<file path="src/rtl/imm_ext_pkg.sv">
// imm_ext_pkg: shared constants for the immediate-extension pipeline.
//   - MODE_* : encodings of the 2-bit extension mode input.
//   - buf_state_t / ST_* : occupancy of the output buffer (EMPTY, ONE, FULL).
package imm_ext_pkg;

    localparam logic [1:0] MODE_ZERO   = 2'd0;
    localparam logic [1:0] MODE_SIGN   = 2'd1;
    localparam logic [1:0] MODE_UPPER  = 2'd2;
    localparam logic [1:0] MODE_BRANCH = 2'd3;

    // Buffer occupancy; FULL is only reachable when the skid register exists.
    typedef logic [1:0] buf_state_t;
    localparam buf_state_t ST_EMPTY = 2'd0;
    localparam buf_state_t ST_ONE   = 2'd1;
    localparam buf_state_t ST_FULL  = 2'd2;

endpackage

</file>
<file path="src/rtl/imm_ext_core.sv">
// imm_ext_core: combinational immediate extension.
// Ports:
//   imm    [IN_WIDTH-1:0]  raw immediate field
//   mode   [1:0]           ZERO / SIGN / UPPER / BRANCH
//   result [OUT_WIDTH-1:0] extended value
// OUT_WIDTH must be at least IN_WIDTH+2 so the BRANCH shift never drops sign bits.
module imm_ext_core
    import imm_ext_pkg::*;
#(
    parameter int IN_WIDTH  = 16,
    parameter int OUT_WIDTH = 32
) (
    input  logic [IN_WIDTH-1:0]  imm,
    input  logic [1:0]           mode,
    output logic [OUT_WIDTH-1:0] result
);

    localparam int PAD = OUT_WIDTH - IN_WIDTH;

    logic [OUT_WIDTH-1:0] sext;

    always_comb begin
        sext   = {{PAD{imm[IN_WIDTH-1]}}, imm};
        result = '0;
        case (mode)
            MODE_ZERO:  result = {{PAD{1'b0}}, imm};
            MODE_SIGN:  result = sext;
            MODE_UPPER: result = {imm, {PAD{1'b0}}};
            default:    result = {sext[OUT_WIDTH-3:0], 2'b00};  // BRANCH: word offset
        endcase
    end

endmodule

</file>
<file path="src/rtl/imm_extend_pipe.sv">
// imm_extend_pipe: valid/ready pipeline stage that extends an immediate field.
// Ports:
//   clk, reset            clock, synchronous active-high reset
//   in_valid/in_ready     input handshake; in_imm, in_mode captured on transfer
//   out_valid/out_ready   output handshake; out_data holds the extended result
// Configuration macro IMM_EXTEND_PIPE_SKID_EN:
//   defined   - output register plus skid register, registered in_ready
//   undefined - single output register, in_ready = !out_valid || out_ready
// Extension happens at the input side, so in_mode is never needed after capture.
module imm_extend_pipe
    import imm_ext_pkg::*;
#(
    parameter int IN_WIDTH  = 16,
    parameter int OUT_WIDTH = 32
) (
    input  logic                 clk,
    input  logic                 reset,
    input  logic                 in_valid,
    output logic                 in_ready,
    input  logic [IN_WIDTH-1:0]  in_imm,
    input  logic [1:0]           in_mode,
    output logic                 out_valid,
    input  logic                 out_ready,
    output logic [OUT_WIDTH-1:0] out_data
);

    logic [OUT_WIDTH-1:0] ext_data;
    logic [OUT_WIDTH-1:0] out_data_q, out_data_d;
    buf_state_t           state_q, state_d;
    logic                 in_fire, out_fire;

    imm_ext_core #(
        .IN_WIDTH  (IN_WIDTH),
        .OUT_WIDTH (OUT_WIDTH)
    ) u_core (
        .imm    (in_imm),
        .mode   (in_mode),
        .result (ext_data)
    );

    assign out_valid = (state_q != ST_EMPTY);
    assign out_data  = out_data_q;
    assign in_fire   = in_valid && in_ready;
    assign out_fire  = out_valid && out_ready;

`ifdef IMM_EXTEND_PIPE_SKID_EN
    logic [OUT_WIDTH-1:0] skid_q, skid_d;
    logic                 in_ready_q;

    // Registered ready resets high so the first post-reset cycle accepts; the
    // reset term only forces it low while reset is held.
    assign in_ready = in_ready_q && !reset;

    always_comb begin
        state_d    = state_q;
        out_data_d = out_data_q;
        skid_d     = skid_q;
        case (state_q)
            ST_EMPTY: begin
                if (in_fire) begin
                    out_data_d = ext_data;
                    state_d    = ST_ONE;
                end
            end
            ST_ONE: begin
                if (in_fire && out_fire) begin
                    out_data_d = ext_data;
                end else if (in_fire) begin
                    skid_d  = ext_data;
                    state_d = ST_FULL;
                end else if (out_fire) begin
                    state_d = ST_EMPTY;
                end
            end
            ST_FULL: begin
                // in_ready is low here, so only the output side can move.
                if (out_fire) begin
                    out_data_d = skid_q;
                    state_d    = ST_ONE;
                end
            end
            default: state_d = ST_EMPTY;
        endcase
    end

    always_ff @(posedge clk) begin
        if (reset) begin
            state_q    <= ST_EMPTY;
            out_data_q <= '0;
            skid_q     <= '0;
            in_ready_q <= 1'b1;
        end else begin
            state_q    <= state_d;
            out_data_q <= out_data_d;
            skid_q     <= skid_d;
            in_ready_q <= (state_d != ST_FULL);
        end
    end
`else
    assign in_ready = !reset && (!out_valid || out_ready);

    always_comb begin
        state_d    = state_q;
        out_data_d = out_data_q;
        if (in_fire) begin
            out_data_d = ext_data;
            state_d    = ST_ONE;
        end else if (out_fire) begin
            state_d = ST_EMPTY;
        end
    end

    always_ff @(posedge clk) begin
        if (reset) begin
            state_q    <= ST_EMPTY;
            out_data_q <= '0;
        end else begin
            state_q    <= state_d;
            out_data_q <= out_data_d;
        end
    end
`endif

endmodule

</file>
<file path="config.mk">
export PLATFORM = sky130hd
export DESIGN_NAME = imm_extend_pipe
export DESIGN_NICKNAME = d
export VERILOG_FILES = /design/src/rtl/imm_ext_pkg.sv /design/src/rtl/imm_ext_core.sv /design/src/rtl/imm_extend_pipe.sv
export SDC_FILE = /design/constraint.sdc
export NUM_CORES = 1
export LEC_CHECK = 0
export CORE_ASPECT_RATIO = 0.75
export CORE_MARGIN = 5
export CORE_UTILIZATION = 49
export DETAILED_ROUTE_END_ITERATION = 6
export MAX_ROUTING_LAYER = met4
export PLACE_DENSITY = 0.85
export SLEW_MARGIN = 20
export SYNTH_ARGS = -nofsm -noshare
export SYNTH_HDL_FRONTEND = slang
export SYNTH_SLANG_ARGS = --single-unit
</file>
<file path="constraint.sdc">
create_clock -name clk -period 1.99 [get_ports clk]
set_input_delay 0.4975 -clock clk [delete_from_list [all_inputs] [get_ports clk]]
set_output_delay 0.4975 -clock clk [all_outputs]
set_load 0.005 [all_outputs]
</file>
Word level (Yosys, flattened, before mapping)
Index checks and enable logic that the tools add are counted. W data, S select, Z words.

Add/sub/neg operators: 0. Multiply operators: 0. Divide/modulo/power cells: 0. Magnitude comparators: 0. Equality and inequality tests: 2. Shifts and indexed selects: 0. Mux-type cells: 3. Bitwise operators: 0. Reductions and logical operators: 8.

Operators with widths (count): $pmux W32 S3 (1); $logic_and A1 B1 Y1 (3); $eq A2 B1 Y1 const B (1); $eq A2 B2 Y1 const B (1); $logic_not A1 Y1 (2); $logic_not A2 Y1 (1); $mux W1 (2); $reduce_bool A2 Y1 (1); $logic_or A1 B1 Y1 (1).

Bits in registers: 33. Bits in latches: 0. Memory bits (writable): 0. Memory bits (read-only): 0. Bits of input ports: 22. Word-level logic and storage cells: 15. Memories kept: 0.

Logic depth before layout (Yosys ltp)
Word-level depth: 5. Depth in mapped cells: 6. Depth with buffers taken out: 3.

Modules after synthesis
A second synthesis with hierarchy kept.

Cells, all modules: 188. Area, all modules: 1860.5 um2.

By module, submodules not included: imm_extend_pipe (instances 1, cells an instance 145, area an instance 1514.0 um2); imm_ext_core (instances 1, cells an instance 43, area an instance 346.6 um2).

Least setup slack after synthesis
Ideal clock, no wire load.

Kind: input to output. Start: input reset. End: output in_ready. Arrival time: 1.094 ns. Required time: 1.492 ns. Path slack: 0.398 ns. Cell stages on the path: 4. Cells stage by stage: buf_6 clkbuf_1 buf_2 nor2_1.

Word-level cells in the longest chain between the ends: 2.

RTL lines: from (decl) (RTL line imm_extend_pipe.sv:17) `input logic reset,`; $logic_not A1 Y1 (RTL line imm_extend_pipe.sv:100) `assign in_ready = !reset && (!out_valid || out_ready);`; $logic_and A1 B1 Y1 (RTL line imm_extend_pipe.sv:100); to (decl) (RTL line imm_extend_pipe.sv:19) `output logic in_ready,`.

Every way passes these cells.

Worst setup path after layout
Start: input out_ready. End: output in_ready.

Word-level cells in the longest chain between the ends: 2.

RTL lines: from (decl) (RTL line imm_extend_pipe.sv:23) `input logic out_ready,`; $logic_or A1 B1 Y1 (RTL line imm_extend_pipe.sv:100); $logic_and A1 B1 Y1 (RTL line imm_extend_pipe.sv:100).

Every way passes these cells.

==> results.cfg <==
[outcome]
status = finished clean

[synth]
yosysTopAreaCell = dfxtp_1
synthDominantCellAreaShare_pct = 39.4
yosys-top-cells-count = a21oi_1 (38), dfxtp_1 (33), nand2b_1 (16)
avgSynthCellArea_sq_um = 9.69
synth_cell_types = 29
synth_area_sq_um = 1680
synth.most_common_cell = a21oi_1
syn-num-nets = 195
synth-seq-area-share_pct = 39.4
synth_flop_cell = dfxtp_1
synth_area_leaders = dfxtp_1 (39%), a21oi_1 (11%), mux2i_1 (9.0%)
syn_inst = 173
synth_edf_count = 0
ys_ff_latch = 33
ys_warn_count = 0
ys_async_sr_fraction_pct = 0

[route]
drtIter0Drc = 82
drc = 0
wl_per_cell_um = 16.5
firstDrtPassIters = 5
final_antenna_net_count = 0
via_count = 1480
via_per_inst = 5.52
wirelength_um = 4420

[floorplan]
io_pins = 56
initial_core_util_pct = 51.0
die_height_um = 60.7
core_area_sq_um = 3290
die_x_um = 77.5
row_count = 18
dieArea_sq_um = 4700

[global_route]
grt_start_max_net_pins = 30
antenna_found_initial = 0
first_global_vias = 1467
grt_overflow = 0
grt_first_pass_wirelength_um = 7060
grt_usage_pct = 20.1

[setup_path]
crit_path_end_kind = output pin
crit_start = out_ready
worstPathArrival_ps = 1380
cp.required_ps = 1490
cp_max_fo = 2
endpoint = in_ready
worstReg2RegEnd = out_data[29]
rr_startpoint = state_q[0]
reg2regPathDepth = 5
worstSetupPathType = primary input to output pin
r2r_setup_slack_ps = 700
cp-start-kind = primary input

[timing]
period_share_pct = 94.5
setup_viol = 0
rsz0062_at_grt = no
fin_skew_ps = 10.2
fmax_mhz = 532
drv_slew = 0
timing.setup.tns_ps = 0
relSlewSlack_pct = 61.5
worst_slew_pin_slew_ps = 575
hold_viol_final = 0
fin_ws_ps = 110
period_minus_slack_ps = 1880

[pwr]
p_switching_mw = 0.414
swShare_pct = 24.1
power.density_nw_per_um2 = 739
pwr-share-seq_pct = 42.5
p_clk_share_pct = 37.5
intPower_mw = 1.31
p_leak_nw = 0.812
power_frac_comb_pct = 20.0
power_mw = 1.72
irDropWorstVdd_mv = 0.516

[cells_and_area]
final_cell_area_sq_um = 2330
regArea_sq_um = 661
fillers = 246
multi_input_area_sq_um = 872
drive_above_1_share_pct = 16.7
diodes = 0
finalNetCount = 249
syn_to_final_growth_pct = 38.9

[clock_network]
cts_num_sinks = 33
cts_root_buffer = clkbuf_8
cts_hold_buf = 0
cts-buffers-inserted = 5
cts.path.max_buffers = 2
clkLatencyLatePin_ps = 290
htreeDepth = 2
clkTransAtPathRegs_ps = 70
cts_tree = done

[run]
drv_cap = 0

[place]
dpl.hpwl_um = 3140
gp_congestion = 0.821
portBuffers = 55
dp_slack_ps = -289
place_area_sq_um = 2210

[worst_hold_path]
hp-class = flop to flop
==> worst max-delay path: stages <==
cell and delay [ps]:
clkdlybuf4s50_1 470, and2b_4 190, nor2_1 90, clkbuf_2 130
==> metal layers <==
metal / vias up / global-route usage (%) / routed length (um)
met5: - / - / 0
met4: 0 / 7.11 / 75
met3: 11 / 6.82 / 309
met2: 60 / 30.6 / 1940
met1: 691 / 25.2 / 2100
li1: 718 / - / -
==> power groups by stage <==
stage / clock network (mW) / registers, mW / logic (mW)
6_report: 0.646 / 0.731 / 0.345
5_1_grt: 0.687 / 0.735 / 0.373
4_1_cts: 0.666 / 0.731 / 0.345
3_5_place_dp: 0 / 0.745 / 0.342
3_3_place_gp: 0 / 0.743 / 0.335
2_1_floorplan: 0 / 0.746 / 0.177
==> registers in the layout, summed over array words and instances, names as in the netlist <==
signal / flops
out_data: 32
state_q: 1
==> placed cells by master (no fill, tap or decap), types with 3 or more instances in the layout <==
master / instances
o21ai_0: 3
nor2b_1: 13
a21oi_2: 6
dfxtp_1: 33
a211oi_1: 4
clkbuf_8: 6
buf_4: 8
nor2_1: 3
nand2b_1: 16
mux2i_1: 15
a21oi_1: 38
clkdlybuf4s50_1: 54
a211oi_2: 9
==> area by class of cell <==
cell class                 count  share of cell area (%)
timing repair buffer          64                    26.9
multi-input combinational    122                    37.5
clock inverter                 1                    1.29
inverter                       1                   0.161
sequential                    33                    28.4
tap                           40                    2.15
clock buffer                   7                    3.71
==> worst min-delay path by stage <==
stage	from	to	slack, ps	cells past startpoint
after CTS	out_data[23]	out_data[23]	480	2
after global placement	out_data[23]	out_data[23]	460	2
after detailed placement	out_data[23]	out_data[23]	460	2
after global routing	out_data[19]	out_data[19]	500	2
final	out_data[19]	out_data[19]	470	2
after floorplan	out_data[20]	out_data[20]	460	2
==> logic make-up after synthesis <==
logic type	count (synthesis)	share of synthesized area [%]
mux	15	8.95
buf+inv	18	8.73
compound gates	64	25.9
flops	33	39.4
simple gates	43	17.0
==> timing repair <==
item	in CTS	in global routing
endpoints found under the setup margin	1	2
gates cloned	0	0
resized for setup	2	2
setup buffers	1	0
==> stage by stage <==
stage	utilization (%)	hold slack, ps	instances
final	70.8	475	268
after global routing	70.8	497	268
after floorplan	-	464	173
after CTS	70.9	479	268
after global placement	67.1	461	259
after detailed placement	67.1	460	259
Power figures use the tool's default switching activity.
